--- src/rtl/ex_div_unit_pkg.sv ---
// Shared definitions for the EX-stage integer divider.
//   DType       : machine data word
//   DivOp       : divide/modulo opcode as presented on div_op
//   DIV_LATENCY : cycles from the accepting clock edge to the ex_finish pulse
package ex_div_unit_pkg;

  localparam int unsigned DTYPE_W = 32;

  typedef logic [DTYPE_W-1:0] DType;

  localparam int unsigned DIV_LATENCY = DTYPE_W + 1;

  typedef enum logic [1:0] {
    DIV_W  = 2'd0,
    MOD_W  = 2'd1,
    DIV_WU = 2'd2,
    MOD_WU = 2'd3
  } DivOp;

  function automatic logic op_is_signed(DivOp op);
    return (op == DIV_W) || (op == MOD_W);
  endfunction

  function automatic logic op_is_mod(DivOp op);
    return (op == MOD_W) || (op == MOD_WU);
  endfunction

endpackage

--- src/rtl/ex_div_unit_div_step.sv ---
// One restoring-division iteration (combinational).
//   rem      : partial remainder from the previous iteration
//   rem_msb  : next dividend bit shifted into the remainder
//   divisor  : divisor magnitude
//   rem_next : partial remainder after this iteration
//   qbit     : quotient bit produced by this iteration
module ex_div_unit_div_step #(
  parameter int unsigned DATA_W = 32
) (
  input  logic [DATA_W-1:0] rem,
  input  logic              rem_msb,
  input  logic [DATA_W-1:0] divisor,
  output logic [DATA_W-1:0] rem_next,
  output logic              qbit
);

  logic [DATA_W:0]   shifted;
  logic [DATA_W+1:0] trial;
  logic              unused_trial;

  // The shifted remainder can reach 2^DATA_W, so the subtraction carries an
  // extra guard bit to keep the sign test exact for large divisors.
  assign shifted      = {rem, rem_msb};
  assign trial        = {1'b0, shifted} - {2'b00, divisor};
  assign qbit         = ~trial[DATA_W+1];
  assign rem_next     = qbit ? trial[DATA_W-1:0] : shifted[DATA_W-1:0];
  assign unused_trial = trial[DATA_W];

endmodule

--- src/rtl/ex_div_unit.sv ---
// Multi-cycle radix-2 restoring divider for the EX stage.
//   aclk, aresetn : clock, asynchronous active-low reset
//   div_start     : request pulse, sampled in IDLE only
//   div_op        : DivOp opcode (DIV_W, MOD_W, DIV_WU, MOD_WU)
//   div_src1/2    : dividend / divisor from the forwarding network
//   flush         : abandons any operation in flight
//   div_busy      : high from the cycle after acceptance through DONE
//   ex_finish     : one-cycle completion pulse, div_result valid with it
//   div_result    : quotient or remainder, held until the next completion
module ex_div_unit
  import ex_div_unit_pkg::*;
#(
  parameter int unsigned DATA_W = 32,
  parameter int unsigned CNT_W  = $clog2(DATA_W)
) (
  input  logic              aclk,
  input  logic              aresetn,
  input  logic              div_start,
  input  logic [1:0]        div_op,
  input  logic [DATA_W-1:0] div_src1,
  input  logic [DATA_W-1:0] div_src2,
  input  logic              flush,
  output logic              div_busy,
  output logic              ex_finish,
  output logic [DATA_W-1:0] div_result
);

  typedef enum logic [1:0] {IDLE, BUSY, DONE} DivState;

  localparam logic [CNT_W-1:0] CntLast = CNT_W'(DATA_W - 1);

  DivState           state;
  logic              busy_q, finish_q;
  logic              mod_q, signed_q, sign1_q, sign2_q;
  logic [CNT_W-1:0]  cnt_q;
  logic [DATA_W-1:0] dividend_q, divisor_q, rem_q, result_q;

  DivOp              op_in;
  logic              in_signed;
  logic [DATA_W-1:0] abs1, abs2;
  logic [DATA_W-1:0] step_rem;
  logic              step_qbit;
  logic              neg_quot, neg_rem;
  logic [DATA_W-1:0] quot_fix, rem_fix;

  assign op_in     = DivOp'(div_op);
  assign in_signed = op_is_signed(op_in);
  assign abs1      = div_src1[DATA_W-1] ? -div_src1 : div_src1;
  assign abs2      = div_src2[DATA_W-1] ? -div_src2 : div_src2;

  ex_div_unit_div_step #(
    .DATA_W (DATA_W)
  ) u_div_step (
    .rem      (rem_q),
    .rem_msb  (dividend_q[DATA_W-1]),
    .divisor  (divisor_q),
    .rem_next (step_rem),
    .qbit     (step_qbit)
  );

  // The dividend register fills with quotient bits as it shifts out.
  // A zero divisor yields an all-ones quotient; it is kept unnegated so a
  // negative dividend still returns all ones.
  assign neg_quot = signed_q & (sign1_q ^ sign2_q) & (divisor_q != '0);
  assign neg_rem  = signed_q & sign1_q;
  assign quot_fix = neg_quot ? -dividend_q : dividend_q;
  assign rem_fix  = neg_rem ? -rem_q : rem_q;

  always_ff @(posedge aclk or negedge aresetn) begin
    if (!aresetn) begin
      state      <= IDLE;
      busy_q     <= 1'b0;
      finish_q   <= 1'b0;
      mod_q      <= 1'b0;
      signed_q   <= 1'b0;
      sign1_q    <= 1'b0;
      sign2_q    <= 1'b0;
      cnt_q      <= '0;
      dividend_q <= '0;
      divisor_q  <= '0;
      rem_q      <= '0;
      result_q   <= '0;
    end else begin
      finish_q <= 1'b0;
      if (flush) begin
        state  <= IDLE;
        busy_q <= 1'b0;
      end else begin
        case (state)
          IDLE: begin
            if (div_start) begin
              mod_q      <= op_is_mod(op_in);
              signed_q   <= in_signed;
              sign1_q    <= div_src1[DATA_W-1];
              sign2_q    <= div_src2[DATA_W-1];
              dividend_q <= in_signed ? abs1 : div_src1;
              divisor_q  <= in_signed ? abs2 : div_src2;
              rem_q      <= '0;
              cnt_q      <= '0;
              busy_q     <= 1'b1;
              state      <= BUSY;
            end
          end
          BUSY: begin
            rem_q      <= step_rem;
            dividend_q <= {dividend_q[DATA_W-2:0], step_qbit};
            cnt_q      <= cnt_q + CNT_W'(1);
            if (cnt_q == CntLast) begin
              state <= DONE;
            end
          end
          DONE: begin
            result_q <= mod_q ? rem_fix : quot_fix;
            finish_q <= 1'b1;
            busy_q   <= 1'b0;
            state    <= IDLE;
          end
          default: begin
            busy_q <= 1'b0;
            state  <= IDLE;
          end
        endcase
      end
    end
  end

  assign div_busy   = busy_q;
  assign ex_finish  = finish_q;
  assign div_result = result_q;

endmodule

--- config.mk ---
export PLATFORM = sky130hd
export DESIGN_NAME = ex_div_unit
export DESIGN_NICKNAME = d
export VERILOG_FILES = /design/src/rtl/ex_div_unit_pkg.sv /design/src/rtl/ex_div_unit_div_step.sv /design/src/rtl/ex_div_unit.sv
export SDC_FILE = /design/constraint.sdc
export NUM_CORES = 1
export LEC_CHECK = 0
export BUFFER_PORTS_ARGS = -buffer_cell sky130_fd_sc_hd__buf_2
export CORE_MARGIN = 10
export CORE_UTILIZATION = 29
export DETAILED_ROUTE_END_ITERATION = 8
export HOLD_SLACK_MARGIN = 0.1
export SYNTH_ARGS = -nofsm -noshare
export SYNTH_HDL_FRONTEND = slang
export SYNTH_SLANG_ARGS = --single-unit
export TNS_END_PERCENT = 30
--- constraint.sdc ---
create_clock -name aclk -period 6.9 [get_ports aclk]
set_input_delay 1.38 -clock aclk [delete_from_list [all_inputs] [get_ports aclk]]
set_output_delay 1.38 -clock aclk [all_outputs]
set_load 0.005 [all_outputs]
### Word-level counts from Yosys, hierarchy flattened

Index checks and enable logic that the tools add are counted.

| word-level totals | value |
|---|---|
| output and inout bits | 34 |
| input bits | 70 |
| register bits after elaboration | 141 |
| word-level logic and storage cells | 67 |

| cells by class | value |
|---|---|
| bitwise gates (word level) | 6 |
| mux-type cells | 23 |
| add/subtract/negate cells | 6 |
| reductions and logical operators | 11 |
| equality and inequality tests | 9 |

Operators by type and width:

| operator | count |
|---|---|
| 2-to-1 mux 32 bit | 10 |
| negator 32 bit | 4 |
| case mux 32 bit (2 select lines) | 2 |
| subtractor 33 x 32 -> 34 bit | 1 |
| nonzero test 32 bit | 1 |
| case mux 5 bit (2 select lines) | 1 |
| 2-to-1 mux 2 bit | 3 |
| != test 3 bit (second input constant) | 2 |
| AND reduction 2 bit | 3 |
| AND reduction 3 bit | 2 |
| adder 5 x 1 -> 5 bit (second input constant) | 1 |
| equality test 5 bit (second input constant) | 1 |
| 2-to-1 mux 5 bit | 1 |
| equality test 2 x 1 -> 1 bit (second input constant) | 2 |
| equality test 2 bit (second input constant) | 2 |
| logical NOT 2 bit | 2 |
| 2-to-1 mux 1 bit | 4 |
| != test 2 bit (second input constant) | 2 |
| case mux 2 bit (2 select lines) | 1 |
| bitwise AND 1 bit | 3 |
| logical OR 1 bit | 2 |
| inverter 1 bit | 2 |
| case mux 1 bit (2 select lines) | 1 |
| nonzero test 2 bit | 1 |
| XOR 1 bit | 1 |

### Logic depth before layout (Yosys ltp)

Gate-level depths: netlist of run 1.

| depth | value |
|---|---|
| depth after elaboration | 5 |
| gate-level depth with buffers | 14 |
| mapped depth without buffers | 12 |

### Hierarchy

Synthesis of run 1 repeated with hierarchy kept, for this count alone.

| second synthesis, totals | value |
|---|---|
| cells, all modules | 1314 |
| area total of the unflattened synthesis | 10851.7 µm² |

By module, submodules not included:

| module | sequential area each (µm²) | area an instance (µm²) | cells each | instances |
|---|---|---|---|---|
| ex_div_unit | 3528.4 | 8423.1 | 941 | 1 |
| ex_div_unit_div_step | 0.0 | 2428.6 | 373 | 1 |

### Worst setup path after synthesis of run 1

Ideal clock, no wire load.

| timing path | value |
|---|---|
| path type | in2reg |
| start | input div_src1[4] |
| end | register dividend_q[29] |
| arrival time | 3.162 ns |
| slack | 3.620 ns |
| stages on the path | 9 |
| path buffers | 0 |
| path through | nor4_1 and3_1 nand2_1 nor3_2 nand2_1 o41ai_1 xor2_1 a21oi_1 a21o_1 |

| on the way | value |
|---|---|
| word-level cells in the longest chain between the ends | 5 |

RTL lines:

| what | RTL line | text |
|---|---|---|
| start: declaration | ex_div_unit.sv:20 | `input logic [DATA_W-1:0] div_src1,` |
| negator 32 bit | ex_div_unit.sv:48 | `assign abs1 = div_src1[DATA_W-1] ? -div_src1 : div_src1;` |
| 2-to-1 mux 32 bit | ex_div_unit.sv:48 |  |
| 2-to-1 mux 32 bit | ex_div_unit.sv:96 | `dividend_q <= in_signed ? abs1 : div_src1;` |
| 2-to-1 mux 32 bit | ex_div_unit.sv:91 | `if (div_start) begin` |
| case mux 32 bit (2 select lines) | ex_div_unit.sv:89 | `case (state)` |
| end signal: assignment | ex_div_unit.sv:96 |  |
| end signal: assignment | ex_div_unit.sv:106 | `dividend_q <= {dividend_q[DATA_W-2:0], step_qbit};` |
| end: declaration | ex_div_unit.sv:36 | `logic [DATA_W-1:0] dividend_q, divisor_q, rem_q, result_q;` |

No other way between the ends. The select of a mux whose other input is x is not followed.
A chain may end at the register's enable or synchronous reset.

### Final worst setup path of run 1

| timing path | value |
|---|---|
| start | register divisor_q[1] |
| end | register rem_q[27] |

| on the way | value |
|---|---|
| word-level cells in the longest chain between the ends | 3 |

RTL lines:

| what | RTL line | text |
|---|---|---|
| start: declaration | ex_div_unit.sv:36 |  |
| start signal: assignment | ex_div_unit.sv:97 | `divisor_q <= in_signed ? abs2 : div_src2;` |
| subtractor 33 x 32 -> 34 bit | ex_div_unit_div_step.sv:24 | `assign trial = {1'b0, shifted} - {2'b00, divisor};` |
| 2-to-1 mux 32 bit | ex_div_unit_div_step.sv:26 | `assign rem_next = qbit ? trial[DATA_W-1:0] : shifted[DATA_W-1:0];` |
| case mux 32 bit (2 select lines) | ex_div_unit.sv:89 |  |
| end signal: assignment | ex_div_unit.sv:105 | `rem_q <= step_rem;` |
| end: declaration | ex_div_unit.sv:36 |  |

No other way between the ends.

==> results of run 1 <==
[sequential cells by signal, summed over array words and instances, names as in the netlist]
| register | flops |
|---|---|
| div_result | 32 |
| div_busy | 1 |
| state | 2 |
| rem_q | 32 |
| sign1_q | 1 |
| cnt_q | 5 |
| dividend_q | 32 |
| ex_finish | 1 |
| sign2_q | 1 |
| divisor_q | 32 |
| signed_q | 1 |
| mod_q | 1 |
[cell families (layout without fill, tap and decap cells)]
family                     Yosys count  count (layout)  synth area share (%)
and+or+nand+nor                    370             370                  17.3
adders and majority gates           39              39                  4.81
DFF                                141             141                  34.2
muxes                               22              22                  2.14
xor gates and xnor gates           138             138                  11.7
AOI/OAI and AO/OA                  439             439                  25.3
buffers and inverters              119             199                  4.54
[power by group]
group	internal, mW	leakage, nW	switching, mW
clock network	0.587	0.300	0.397
registers	0.982	1.85	0.304
logic	0.959	3.27	1.32
[worst max-delay path by stage]
stage / slack [ps] / from / cells after the start / to
after floorplan: 3620 / div_src1[4] / 9 / dividend_q[29]$_DFFE_PN0P_
after global placement: 3200 / div_src2[4] / 9 / divisor_q[30]$_DFFE_PN0P_
after detailed placement: 3080 / div_src2[4] / 9 / divisor_q[27]$_DFFE_PN0P_
after CTS: 3270 / divisor_q[1]$_DFFE_PN0P_ / 12 / rem_q[27]$_DFFE_PN0P_
after global routing: 2980 / divisor_q[1]$_DFFE_PN0P_ / 12 / rem_q[25]$_DFFE_PN0P_
final: 3280 / divisor_q[1]$_DFFE_PN0P_ / 12 / rem_q[27]$_DFFE_PN0P_
[metal layers]
layer,share of wire [%],vias up,global-route usage (%)
met3,4.0,59,2.40
met2,50,212,23.3
li1,-,4655,-
met1,43,4537,16.7
met5,0.039,-,0
met4,2.7,2,5.16
[cell type report]
| cell class | count | area share, % |
|---|---|---|
| repair buffers | 112 | 4.97 |
| clock buffers | 19 | 3.74 |
| well taps | 461 | 4.86 |
| multi-input cells | 1008 | 53.4 |
| flip-flops and latches | 141 | 29.8 |
| inverters | 55 | 1.74 |
| clock inverters | 13 | 1.49 |
[stage by stage]
stage | utilization (%) | setup slack, ps | instances
after global routing | 33.6 | 2980 | 1809
after floorplan | - | 3620 | 1268
after detailed placement | 31.8 | 3080 | 1777
after CTS | 33.6 | 3270 | 1809
after global placement | 31.8 | 3200 | 1777
final | 33.6 | 3280 | 1809
[critical path: stages (launching register included)]
cell and delay [ps]:
dfrtp_1 450, inv_1 80, ha_1 300, nor2b_1 150
o31ai_1 350, a21o_1 280, o31a_1 290, o211ai_2 170
nand3_2 200, and2_1 450, buf_4 440, mux2i_1 250
o21ai_1 80
[cell usage after synthesis (14+ instances only)]
| master | count |
|---|---|
| xnor2_1 | 90 |
| o21ai_1 | 63 |
| nand2_1 | 177 |
| o21ai_0 | 110 |
| nand3_1 | 14 |
| dfrtp_1 | 141 |
| mux2i_1 | 22 |
| a21oi_1 | 129 |
| a21o_1 | 49 |
| inv_1 | 55 |
| nor4_1 | 27 |
| xor2_1 | 48 |
| o31ai_1 | 22 |
| clkbuf_1 | 55 |
| nor2_1 | 51 |
| nor3_1 | 18 |
| ha_1 | 38 |
==> results.md, run 1 <==
* Clk sinks at 141
* WS Path Type: reg2reg
* Most frequent cells in the layout: nand2_1 (176), dfrtp_1 (140), a21oi_1 (129)
* Pre-antenna DRT Iters at 5
* PostCTS Resize Cnt at 0
* GR Overflow Total at 0
* Worst Setup End Kind: flip-flop
* DR WL/cell at 16.9 um
* Setup bufs post-CTS at 0
* CTS tree: yes
* Initial Util at 29.2%
* Fmax at 276 MHz
* Origin of the critical flop-to-flop path: divisor_q[1]$_DFFE_PN0P_
* Layout cells sized above 1 at 12.3%
* N_diodes at 0
* Worst Hold Launch: div_result[16]$_DFFE_PN0P_
* Gr usage total at 13.6%
* CP Launch Type: flip-flop
* Top cells by area, synth: dfrtp_1 (34%), xnor2_1 (7.6%), nand2_1 (6.4%)
* WHS Path Cells at 2
* Core Region at 0.0353 mm^2
* Site Rows at 69
* Min-Delay Path Class: reg2reg
* Measured slew at the worst slew-check pin at 1030 ps
* Vias/cell at 5.23
* Worst-path clk slew at 60 ps
* Commonest non-fill, non-tap cell in the layout: nand2_1
* Reg2Reg Depth at 12
* Area used by multi-input combinational logic at 0.00634 mm^2
* CTS Root Cell: clkbuf_16
* Count of final setup violators at 0
* Die area at 0.0435 mm^2
* Maximum root-to-sink buffer count at 2
* RePlAce Congestion at 0.876
* Netlist cell types at 69
* Period utilization at 52.5%
* Crit path time final at 3620 ps
* First-pass GRT wire length at 49100 um
* Minimum hold slack at 478 ps
* R2R Path End: rem_q[27]$_DFFE_PN0P_
* Cell count after synthesis at 1268
* Initial antenna violation count at 1
* Cell Area, Placed at 0.0112 mm^2
* Ports at 104
* Critical Path Fanout Max at 26
* DRT Wirelength at 30600 um
* Mapped cell area at 0.0103 mm^2
* Vias in the first global route at 9211
* H-tree Lvls at 4
* Port Buffers at 103
* Tot Pwr at 4.55 mW
* Async SR Flop Fraction at 100%
* Reg-to-reg slack, setup at 3280 ps
* Seq/Total Area, Yosys at 34.2%
* Total of max-cap violations at 0
* ANT nets after route at 0
* Total negative slack at 0 ps
* Relative slew slack at 31.3%
* RSZ-0062 raised after global routing: false
* Die width at 209 um
* Post-synth EDFFs at 0
* #FFs+latches synth at 141
* Synth top area share at 34.2%
* Largest net degree at the start of global routing at 74
* DRC at 0
* Nets at 1444
* Final Hold Fails at 0
* Yosys top cell by area: dfrtp_1
* Clock latency on the worst-skew pair at 440 ps
* Peak supply drop at 220 uV
* Fillers at 3585
* Synth Flop Type: dfrtp_1
* Skew final at 11.7 ps
* WP data arrival at 3930 ps
* Finished Cell Area at 0.0119 mm^2
* Sequential cell area at 0.00353 mm^2
* DR iter-0 viols at 593
* Die Ht at 209 um
* Vias at 9465
* Avg Cell Area, Syn at 8.13 um^2
* Yosys warns at 0
* PD cells at 384 mW/mm^2
* Lkg Pwr at 5.42 nW
* Max Slew Vio Count at 0
* CTS Buf Count at 17
* Hold endpoint: div_result[16]$_DFFE_PN0P_
* Hold_buf cts at 0
* Status: finished clean
* Dpl hpwl at 22600 um
* Critical Path RT at 7210 ps
* Layout area overhead at 15.0%
* Syn_nets at 1377
Note: power is estimated with default switching activity, not from simulation.
==> inputs of run 2 (changes only) <==
--- a/config.mk
+++ b/config.mk
@@ -5,6 +5,7 @@
 export SDC_FILE = /design/constraint.sdc
 export NUM_CORES = 1
 export LEC_CHECK = 0
+export ABC_AREA = 1
 export BUFFER_PORTS_ARGS = -buffer_cell sky130_fd_sc_hd__buf_2
 export CORE_MARGIN = 10
 export CORE_UTILIZATION = 29
==> constraint.sdc (replaced) <==
create_clock -name aclk -period 3.71 [get_ports aclk]
set_input_delay 0.742 -clock aclk [delete_from_list [all_inputs] [get_ports aclk]]
set_output_delay 0.742 -clock aclk [all_outputs]
set_load 0.005 [all_outputs]
==> run 2 against run 1 <==
Largest cell class unchanged. Worst hold slack lost 200 ps. Setup slack lost 2200 ps. Clock-buffer cell count grew 1. Non-clock buffer count grew 5. Critical path type unchanged.
==> results.md, run 2 <==
* Status: finished clean
* Avg Cell Area, Syn at 5.97 um^2 (-27%)
* Most frequent cell after synthesis: nand2_1
* Vias in the first global route at 13100 (+42%)
* Critical Path Fanout Max at 33 (+27%)
* Post-synth EDFFs at 0 (unchanged)
* DRC at 0 (unchanged)
* Flop pwr share at 23.0% (-5.2 points)
* Vias/cell at 4.94 (-5.6%)
* Comb pwr share at 58.6% (+8.5 points)
* GR Overflow Total at 0 (unchanged)
* WS Path Type: reg2reg
* RePlAce Congestion at 0.967 (+10%)
* Fmax at 380 MHz (+38%)
* Setup bufs post-CTS at 0 (unchanged)
* Count of final setup violators at 0 (unchanged)
* ANT nets after route at 0 (unchanged)
* Gr usage total at 17.6% (+4.0 points)
* Mapped cell area at 0.0126 mm^2 (+22%)
* Minimum hold slack at 277 ps (-201 ps)
* Synth Flop Type: dfrtp_1
* Commonest non-fill, non-tap cell in the layout: nand2_1
* Initial Util at 29.2% (about the same)
* Die width at 228 um (+9.4%)
* Port Buffers at 103 (unchanged)
* Site Rows at 76 (+10%)
* DR iter-0 viols at 1206 (+100%)
* Relative slew slack at 20.1% (-11 points)
* Most frequent cells in the layout: nand2_1 (719), inv_1 (266), nor2_1 (231)
* CTS tree: yes
* Ports at 104 (unchanged)
* CP Launch Type: flip-flop
* Maximum root-to-sink buffer count at 2 (unchanged)
* Largest net degree at the start of global routing at 82 (+11%)
* Worst path slowest cell: dfrtp_1
* Min-Delay Path Class: in2async
* Syn_nets at 2214 (+61%)
* Initial antenna violation count at 1 (unchanged)
* Measured slew at the worst slew-check pin at 1200 ps (+167 ps)
* CP most frequent cell: nand2_1
* Yosys top cell by area: dfrtp_1
* Die area at 0.0520 mm^2 (+20%)
* Layout area overhead at 13.7%
* Clock latency on the worst-skew pair at 460 ps (+20 ps)
* First-pass GRT wire length at 73200 um (+49%)
* Crit path time final at 2630 ps (-989 ps)
* Max Slew Vio Count at 0 (unchanged)
* Peak supply drop at 426 uV (+93%)
* Hold_buf cts at 0 (unchanged)
* Total of max-cap violations at 0 (unchanged)
* CTS Root Cell: clkbuf_16
* Max incr delay on CP at 480 ps (+30 ps)
* Dpl hpwl at 36800 um (+63%)
* Final Hold Fails at 0 (unchanged)
* Nets at 2290 (+59%)
* RSZ-0062 raised after global routing: false
* Clk sinks at 141 (unchanged)
* Yosys warns at 0 (unchanged)
* Top cells by area, synth: dfrtp_1 (28%), nand2_1 (21%), nand3_1 (8.7%)
* H-tree Lvls at 4 (unchanged)
* Seq/Total Area, Yosys at 28.1% (-6.1 points)
* Synth top area share at 28.1% (-6.1 points)
* Lkg Pwr at 7.55 nW (+39%)
* Skew final at 11.7 ps (-0.0217 ps)
* Worst Setup End Kind: flip-flop
* Die Ht at 228 um (+9.4%)
* Period utilization at 70.9% (+18 points)
* #FFs+latches synth at 141 (unchanged)
* Core Region at 0.0430 mm^2 (+22%)
* Layout cells sized above 1 at 8.80% (-3.5 points)
* Netlist cell types at 43 (-38%)
* Worst-path clk slew at 60 ps (about the same)
* PD cells at 716 mW/mm^2 (+86%)
* Total negative slack at 0 ps (unchanged)
* Top cells by count, synth: nand2_1 (719), inv_1 (266), nor2_1 (232)
* N_diodes at 0 (unchanged)
* Cell count after synthesis at 2105 (+66%)
* Switch share at 51.3% (+6.9 points)
* Async SR Flop Fraction at 100% (unchanged)
* Critical Path RT at 4100 ps (-3110 ps)
* PostCTS Resize Cnt at 0 (unchanged)
* Worst-path cell chain: ha_1 > nand2_1 > inv_2 > nand2_1 > nand3_1 > a21oi_2 > nor2_4 > nor2_8 > nand2_4 > nand2_1 > nand3_1 > nand2_1
* DRT Wirelength at 45900 um (+50%)
* Pre-antenna DRT Iters at 5 (unchanged)
* Switch Pwr at 5.25 mW (+160%)
* DR WL/cell at 16.5 um (-2.2%)
* Cell Int Power at 4.98 mW (+97%)
* WP data arrival at 3020 ps (-910 ps)
* CTS Buf Count at 17 (unchanged)
* Clock Power Share at 18.4% (-3.2 points)
* Vias at 13700 (+45%)
* Reg-to-reg slack, setup at 1080 ps (-2200 ps)
## run 2: cell count changes in the layout (fill, tap and decap cells not counted), sizes merged, moves of 20 or more
cell,delta
nor4,-25
a21oi,-70
nor2,+192
mux2i,-22
nand4,+23
nand2,+550
o31ai,-20
a21o,-49
inv,+219
nand3,+205
xnor2,-69
## run 2: through the flow
step / power (mW) / area, um^2 / std cells / utilization, % / setup WS, ps
final: 10.2 / 14300 / 2778 / 33.2 / 1080
after global routing: 11.2 / 14300 / 2778 / 33.2 / 844
after CTS: 10.2 / 14300 / 2778 / 33.2 / 1070
after detailed placement: 8.27 / 13700 / 2747 / 31.8 / 1090
after global placement: 8.25 / 13700 / 2747 / 31.8 / 1130
after floorplan: 6.69 / 12600 / 2105 / - / 1680
## run 2: logic make-up (layout without fill, tap and decap cells)
logic type,Yosys count,count (layout),share of synthesized area [%]
buf+inv,347,435,10.9
xor+xnor,55,55,3.84
compound gates,260,260,10.9
fa+ha+maj,39,39,3.94
flops,141,141,28.1
simple gates,1263,1263,42.3
## run 2: layout make-up
| type | count | area (um^2) |
|---|---|---|
| fillers | 4903 | 28700 |
| multi-input cells | 1617 | 7680 |
| flip-flops and latches | 141 | 3530 |
| inverters | 287 | 1080 |
| well taps | 585 | 732 |
| repair buffers | 117 | 639 |
| clock buffers | 20 | 457 |
| clock inverters | 11 | 166 |
## run 2: power by group through the flow
stage / combinational (mW) / clock, mW / sequential (mW)
floorplan: 4.52 / 0 / 2.17
global placement: 5.88 / 0 / 2.36
detailed placement: 5.90 / 0 / 2.37
CTS: 5.94 / 1.90 / 2.35
global route: 6.82 / 1.96 / 2.40
finish: 6.00 / 1.88 / 2.35
## run 2: path summary, 6_finish.rpt
path                                       startpoint                          to  depth (start not counted)
setup reg to reg                rem_q[22]$_DFFE_PN0P_       rem_q[22]$_DFFE_PN0P_                         12
min in group aclk          div_result[27]$_DFFE_PN0P_  div_result[27]$_DFFE_PN0P_                          2
hold reg to reg            div_result[27]$_DFFE_PN0P_  div_result[27]$_DFFE_PN0P_                          2
setup / recovery                rem_q[22]$_DFFE_PN0P_       rem_q[22]$_DFFE_PN0P_                         12
max in group asynchronous                     aresetn   divisor_q[29]$_DFFE_PN0P_                          2
hold / removal                                aresetn   div_result[5]$_DFFE_PN0P_                          1
## run 2: routing by layer
metal / wire, um / vias to the layer above / share of wire (%) / global-route usage (%)
met5: 0 / - / 0 / 0
met4: 1030 / 0 / 2.2 / 5.71
met3: 2720 / 57 / 5.9 / 2.83
met2: 21000 / 420 / 46 / 28.3
met1: 21100 / 6409 / 46 / 23.6
li1: - / 6838 / - / -
## run 2: critical path: cells and delay by family, from the launching register on
family          cells  cell delay (ps)
compound gates      1              220
fa+ha+maj           1              400
buf+inv             1               50
flops               1              480
simple gates        9             1370
